`src/rtl/switch_box_cfg_loader_pkg.sv`:
```
// Shared types and helpers for the switch-box configuration loader.
package switch_box_cfg_pkg;

  typedef enum logic [1:0] {
    IDLE   = 2'd0,
    SHIFT  = 2'd1,
    PARITY = 2'd2,
    COMMIT = 2'd3
  } cfg_state_t;

  // Single tracks take one config bit per side pair; double tracks pair up.
  function automatic int cfg_width(input int ws, input int wd);
    return (ws + wd / 2) * 6;
  endfunction

endpackage

```
`src/rtl/switch_box_cfg_loader_shift_reg.sv`:
```
// Shadow shift register for the config loader, with optional running parity.
// The parity output exists only when CFG_PARITY_EN is defined.
module cfg_shift_reg #(
  parameter int W = 72
) (
  input  logic         clk,
  input  logic         rst_n,
  input  logic         clr,
  input  logic         shift_en,
  input  logic         din,
  output logic [W-1:0] q
`ifdef CFG_PARITY_EN
  ,
  output logic         par
`endif
);

  logic [W-1:0] shadow_d, shadow_q;

  always_comb begin
    shadow_d = shadow_q;
    if (clr)
      shadow_d = '0;
    else if (shift_en)
      shadow_d = {shadow_q[W-2:0], din};
  end

  always_ff @(posedge clk or negedge rst_n) begin
    if (!rst_n) shadow_q <= '0;
    else        shadow_q <= shadow_d;
  end

  assign q = shadow_q;

`ifdef CFG_PARITY_EN
  logic par_d, par_q;

  always_comb begin
    par_d = par_q;
    if (clr)
      par_d = 1'b0;
    else if (shift_en)
      par_d = par_q ^ din;
  end

  always_ff @(posedge clk or negedge rst_n) begin
    if (!rst_n) par_q <= 1'b0;
    else        par_q <= par_d;
  end

  assign par = par_q;
`endif

endmodule

```
`src/rtl/switch_box_cfg_loader.sv`:
```
// Serial config writer for one switch-box tile: shift CW bits, commit in one cycle.
// Define CFG_PARITY_EN to require a trailing even-parity bit per load.
module switch_box_cfg_loader
  import switch_box_cfg_pkg::*;
#(
  parameter  int WS = 8,
  parameter  int WD = 8,
  localparam int CW = cfg_width(WS, WD)
) (
  input  logic          clk,
  input  logic          rst_n,
  input  logic          cfg_start,
  input  logic          cfg_valid,
  input  logic          cfg_bit,
  output logic          cfg_ready,
  output logic [CW-1:0] c,
  output logic          done,
  output logic          busy,
  output logic          err
);

  localparam int CNT_W = $clog2(CW + 1);

  cfg_state_t       state_d, state_q;
  logic [CNT_W-1:0] count_d, count_q;
  logic [CW-1:0]    c_d, c_q;
  logic             done_d, done_q;
  logic             beat, shift_en, clr;
  logic [CW-1:0]    shadow;

`ifdef CFG_PARITY_EN
  logic err_d, err_q;
  logic par;
`endif

  cfg_shift_reg #(.W(CW)) u_shift (
    .clk      (clk),
    .rst_n    (rst_n),
    .clr      (clr),
    .shift_en (shift_en),
    .din      (cfg_bit),
    .q        (shadow)
`ifdef CFG_PARITY_EN
    ,
    .par      (par)
`endif
  );

  assign busy      = (state_q != IDLE);
  assign cfg_ready = (state_q == SHIFT) || (state_q == PARITY);
  assign beat      = cfg_valid & cfg_ready;

  always_comb begin
    state_d  = state_q;
    count_d  = count_q;
    c_d      = c_q;
    done_d   = 1'b0;
    shift_en = 1'b0;
    clr      = 1'b0;
`ifdef CFG_PARITY_EN
    err_d    = err_q;
`endif
    case (state_q)
      IDLE: begin
        if (cfg_start) begin
          state_d = SHIFT;
          count_d = '0;
          clr     = 1'b1;
`ifdef CFG_PARITY_EN
          err_d   = 1'b0;
`endif
        end
      end
      SHIFT: begin
        if (beat) begin
          shift_en = 1'b1;
          count_d  = count_q + 1'b1;
          if (count_q == CNT_W'(CW - 1)) begin
`ifdef CFG_PARITY_EN
            state_d = PARITY;
`else
            state_d = COMMIT;
`endif
          end
        end
      end
`ifdef CFG_PARITY_EN
      PARITY: begin
        // Even parity: trailing bit must equal the XOR of all data bits.
        if (beat) begin
          if (cfg_bit == par) begin
            state_d = COMMIT;
          end else begin
            err_d   = 1'b1;
            state_d = IDLE;
          end
        end
      end
`endif
      COMMIT: begin
        c_d     = shadow;
        done_d  = 1'b1;
        state_d = IDLE;
      end
      default: state_d = IDLE;
    endcase
  end

  always_ff @(posedge clk or negedge rst_n) begin
    if (!rst_n) begin
      state_q <= IDLE;
      count_q <= '0;
      c_q     <= '0;
      done_q  <= 1'b0;
    end else begin
      state_q <= state_d;
      count_q <= count_d;
      c_q     <= c_d;
      done_q  <= done_d;
    end
  end

`ifdef CFG_PARITY_EN
  always_ff @(posedge clk or negedge rst_n) begin
    if (!rst_n) err_q <= 1'b0;
    else        err_q <= err_d;
  end
  assign err = err_q;
`else
  assign err = 1'b0;
`endif

  assign c    = c_q;
  assign done = done_q;

endmodule
```
`config.mk`:
```
export PLATFORM = sky130hd
export DESIGN_NAME = switch_box_cfg_loader
export DESIGN_NICKNAME = d
export VERILOG_FILES = /design/src/rtl/switch_box_cfg_loader_pkg.sv /design/src/rtl/switch_box_cfg_loader_shift_reg.sv /design/src/rtl/switch_box_cfg_loader.sv
export SDC_FILE = /design/constraint.sdc
export NUM_CORES = 1
export LEC_CHECK = 0
export BUFFER_PORTS_ARGS = -buffer_cell sky130_fd_sc_hd__buf_2
export CAP_MARGIN = 20
export CORE_ASPECT_RATIO = 2
export CORE_MARGIN = 4
export CORE_UTILIZATION = 35
export CTS_BUF_LIST = sky130_fd_sc_hd__clkbuf_16
export CTS_CLUSTER_DIAMETER = 150
export DETAILED_ROUTE_END_ITERATION = 10
export GPL_TIMING_DRIVEN = 0
export PLACE_DENSITY = 0.56
export SYNTH_ARGS = -nofsm -noshare
export SYNTH_HDL_FRONTEND = slang
export SYNTH_SLANG_ARGS = --single-unit
```
`constraint.sdc`:
```
create_clock -name clk -period 4.62 [get_ports clk]
set_input_delay 0.462 -clock clk [delete_from_list [all_inputs] [get_ports clk]]
set_output_delay 0.462 -clock clk [all_outputs]
set_load 0.01 [all_outputs]
```
; ---- Word level (Yosys, flattened, before mapping)
; Index checks and enable logic that the tools add are counted.
[totals]
output_inout_bits = 76
elab_cells = 35
inputBits = 5
regBits = 154
[classes]
reduce_logical = 7
eq_ne = 7
n_addsub = 1
n_mux = 14
bitwise = 1
[ops]
columns = operator, count
row1 = $mux 72, 2
row2 = $mux 7, 2
row3 = $pmux 7 s2, 1
row4 = $add 7x1->7 const B, 1
row5 = $eq 7x7->1 const B, 1
row6 = $mux 2, 3
row7 = $reduce_and 3->1, 2
row8 = $reduce_bool 2->1, 3
row9 = $mux 1, 5
row10 = $eq 2x2->1 const B, 2
row11 = $ne 2x2->1 const B, 2
row12 = $pmux 2 s2, 1
row13 = $eq 2x1->1 const B, 1
row14 = $logic_not 2->1, 1
row15 = $ne 2x1->1 const B, 1
row16 = $and 1x1->1, 1
row17 = $logic_or 1x1->1, 1

; ---- Depth between registers and ports, before layout
[depth]
depth_word = 7
mapped_depth = 7

; ---- Cells and area by module
; Synthesis repeated with hierarchy kept, for this count alone.
[hier_totals]
cells_unflattened = 450
area_unflattened_um2 = 6194.7
[modules_own_cells]
columns = module, cells_each, area_each_um2, instances, seq_area_each_um2
row1 = switch_box_cfg_loader, 218, 3254.4, 1, 2052.0
row2 = cfg_shift_reg, 232, 2940.3, 1, 1801.7

; ---- Worst setup path before layout
; OpenSTA, ideal clock, no wires.
[synth_path]
kind = reg-to-reg
from = register state_q[0]
to = register count_q[5]
setup_ns = 0.123
t_required_ns = 4.497
setup_slack_ns = 3.026
path_stages_with_launch = 7
n_path_buf = 0
synth_period_minus_slack_ns = 1.594
arrival_time_ns = 1.471
path_cell_list = dfrtp_1 > inv_1 > ha_1 > mux2i_1 > nor4_1 > xnor2_1 > nor2_1
[synth_between]
elab_chain_cells = 5
elab_cells_between_ends = 10
[synth_lines]
columns = element, line
row1 = "start, declared", switch_box_cfg_loader.sv:24  ; cfg_state_t state_d, state_q;
row2 = "start signal, assigned", switch_box_cfg_loader.sv:116  ; state_q <= state_d;
row3 = $eq 2x1->1 or $eq 2x2->1 (tied branches), "switch_box_cfg_loader.sv:50, switch_box_cfg_loader.sv:63"
row4 = $logic_or 1x1->1, switch_box_cfg_loader.sv:50  ; assign cfg_ready = (state_q == SHIFT) || (state_q == PARITY);
row5 = $and 1x1->1, switch_box_cfg_loader.sv:51  ; assign beat = cfg_valid & cfg_ready;
row6 = $ne 2x2->1 (no source line), --
row7 = $reduce_and 3->1 (no source line), --
row8 = "end signal, assigned", switch_box_cfg_loader.sv:117  ; count_q <= count_d;
row9 = "end, declared", switch_box_cfg_loader.sv:25  ; logic [CNT_W-1:0] count_d, count_q;
; Parallel ways exist; a longest one is shown, timed or not.
; A chain may end at the register's enable or synchronous reset.

; ---- Final worst setup path
[layout_path]
from = register state_q[0]
to = register u_shift.shadow_q[45] (netlist: u_shift.q[45])
[layout_between]
elab_chain_cells = 6
elab_cells_between_ends = 10
[layout_lines]
columns = element, line
row1 = $eq 2x1->1 or $eq 2x2->1 (tied branches), "switch_box_cfg_loader.sv:50, switch_box_cfg_loader.sv:63"
row2 = $logic_or 1x1->1, switch_box_cfg_loader.sv:50
row3 = $and 1x1->1, switch_box_cfg_loader.sv:51
row4 = $mux 1, switch_box_cfg_loader.sv:75  ; if (beat) begin
row5 = $mux 1, switch_box_cfg_loader.sv:63  ; case (state_q)
row6 = $reduce_bool 2->1 (no source line), --
row7 = "end signal, assigned", switch_box_cfg_loader_shift_reg.sv:30  ; else shadow_q <= shadow_d;
row8 = "end, declared", switch_box_cfg_loader_shift_reg.sv:18  ; logic [W-1:0] shadow_d, shadow_q;
; Parallel ways exist; a longest one is shown, timed or not.

==> flow_summary.json <==
{
  "dr_total_vias": 3428,
  "synth_fa_ha_area_share_pct": 0.870,
  "slew_headroom_pct": 56.9,
  "nNetsFinal": 483,
  "maxSlewViolCount": 0,
  "synthMuxAreaShare_pct": 14.3,
  "core_um2": 16200,
  "synthCells": 376,
  "rsz0062_at_grt": "false",
  "r2r_start": "state_q[0]",
  "track_usage_pct": 13.2,
  "die_w_um": 98.7,
  "critical_path_arrival_ps": 2420,
  "dp_hpwl_um": 8020,
  "gp_congestion": 0.753,
  "grt_util_met3_pct": 4.31,
  "use_met2_pct": 22.6,
  "outcome": "finished clean",
  "critPathKind": "flop to flop",
  "vias_per_cell": 4.96,
  "syn_area_per_cell_um2": 15.3,
  "die_y_um": 189,
  "critPathRequiredTime_ps": 4970,
  "io_buffers": 78,
  "stdcell_area_um2": 7030,
  "grt-busiest-layer": "met2",
  "fin_skew_ps": 7.84,
  "synth_warnings": 0,
  "seqCellArea_um2": 3850,
  "final_layout_size_suffix_gt1_share_pct": 39.8,
  "synthXorXnorAreaFrac_pct": 0.457,
  "clock_latency_ps": 420,
  "totalWireLength_um": 11600,
  "tritoncts": "yes",
  "clockBufferDepth": 2,
  "fillers": 1527,
  "boundaryPins": 81,
  "ctsHtreeMaxLevel": 4,
  "worst-r2r-setup-slack_ps": 2550,
  "grt_pass1_wl_um": 19400,
  "synth-simple-area-share_pct": 2.48,
  "clk_pin_slew_ps": 60,
  "fmax_mhz": 484,
  "drt_iter0_drc": 73,
  "powerDensity_nw_per_um2": 452,
  "numCtsBuffers": 17,
  "grt_pass1_vias": 3816,
  "grt_max_degree": 94,
  "rows": 66,
  "cts_setup_buffers": 0,
  "multi_input_area_um2": 1770,
  "cts-resized-gates": 0,
  "synth_top_family_by_area": "multiplexers",
  "peakVddDrop_v": 0.000234,
  "worstMarginPinSlew_ps": 628,
  "grt-ovfl-total": 0,
  "synthesis.area_um2": 5750,
  "ctsHoldBuffers": 0,
  "n_antenna_cell": 0,
  "mostFrequentLayoutCells": "dfrtp_1 (154), buf_2 (87), a22o_1 (75), mux2_2 (72), clkbuf_16 (17)",
  "place_inst": 659,
  "ant_nets": 0,
  "fin_cells": 691,
  "leakagePower_nw": 3.69,
  "final_common_cell": "dfrtp_1",
  "synth.distinct_cells": 30,
  "r2r_cells": 5,
  "setup_viol": 0,
  "cts_root_buf": "clkbuf_16",
  "start_kind": "flop",
  "endpoint_kind": "flop",
  "setup_tns_ps": 0,
  "drcViolationCount": 0,
  "cap_violations": 0,
  "area_growth_syn_to_layout_pct": 22.2,
  "met1_usage_pct": 14.9,
  "wl_per_cell_um": 16.8,
  "cts_sinks": 154,
  "fin_crit_ps": 2070,
  "dieArea_um2": 18700,
  "min_path_type": "input pin to asynchronous set/reset pin",
  "place_area_um2": 6430,
  "initial_core_util_pct": 35.6,
  "antenna_found_initial": 0,
  "hold_viol": 0,
  "final_core_util_pct": 43.5,
  "synth-compound-area-share_pct": 12.6,
  "ys_ff_latch": 154,
  "detailedRoute.firstPassIterationCount": 4,
  "rr_endpoint": "u_shift.q[45]",
  "finalCritPeriodShare_pct": 44.7,
  "ys_seq_area_share_pct": 67.0,
  "synth_fp_nets": 385,
  "crit_fanout": 10
}
logic make-up (layout without fill, tap and decap cells):
logic type,Yosys count,count (layout)
adders and majority gates,4,4
AOI/OAI and AO/OA,85,85
muxes,73,73
DFF,154,154
buffers and inverters,31,142
other,1,1
and+or+nand+nor,25,25
xor gates and xnor gates,3,3
registers in the layout (all words and copies together), names as in the netlist:
register	flops
count_q	7
c	72
u_shift.q	72
state_q	2
done	1
stage by stage:
stage	power (W)	hold WS, ps	setup slack, ps
finish	0.00318	21.1	2550
floorplan	0.00167	166	3030
detailed placement	0.00180	483	2550
CTS	0.00323	31.8	2540
global route	0.00332	53.6	2410
global placement	0.00179	485	897
cells in the mapped netlist (all sizes together):
cell type	n	area, um^2
mux2	72	811
nor4	2	12.5
a22oi	2	20.0
nor4b	1	15.0
nor3	1	5.00
inv	5	18.8
buf	11	57.6
nand4	1	6.26
a22o	75	657
mux2i	1	10.0
nor2b	3	18.8
nand2	5	18.8
ha	4	50.1
o21ai	3	15.0
dfrtp	154	3850
a21o	1	7.51
a21oi	2	10.0
and3	1	6.26
nor4bb	1	10.0
o31a	1	8.76
nor2	4	15.0
conb	1	3.75
nand3	4	20.0
a31oi	1	6.26
or2b	1	7.51
xnor2	3	26.3
clkbuf	15	56.3
nor3b	1	7.51
critical path, cell delays in order, from the launching register on:
cell and delay [ps]:
dfrtp_1 420, ha_1 210, buf_2 170, a22oi_2 560, clkbuf_1 420, a22o_1 220
worst max-delay path by stage:
stage	endpoint	startpoint	cells after the start	slack (ps)
after floorplan	count_q[5]	state_q[0]	6	3030
after global placement	c[31]	rst_n	1	900
after detailed placement	u_shift.q[20]	state_q[0]	5	2550
after CTS	u_shift.q[15]	state_q[0]	5	2540
after global routing	u_shift.q[38]	state_q[0]	5	2410
final	u_shift.q[45]	state_q[0]	5	2550
layout make-up:
type | instances | share of cell area (%)
timing repair buffer | 79 | 6.03
sequential | 154 | 54.8
multi-input combinational | 191 | 25.1
tap | 204 | 3.63
buffer | 26 | 1.62
clock inverter | 15 | 2.47
clock buffer | 17 | 6.05
inverter | 5 | 0.267
per-layer routing:
| layer | part of all wire (%) | routed length [um] | vias up |
|---|---|---|---|
| met2 | 54 | 6230 | 67 |
| met5 | 0 | 0 | - |
| met1 | 40 | 4690 | 1768 |
| met4 | 1.7 | 199 | 0 |
| li1 | - | - | 1581 |
| met3 | 4.2 | 487 | 12 |
power by group:
group          leakage [nW]  internal [W]  switching [W]
clock network         0.285      0.000850       0.000557
logic                  1.26     0.0000991       0.000256
registers              2.15       0.00138      0.0000356
total                  3.69       0.00233       0.000848
No activity file was read; power rests on OpenSTA's default activity.
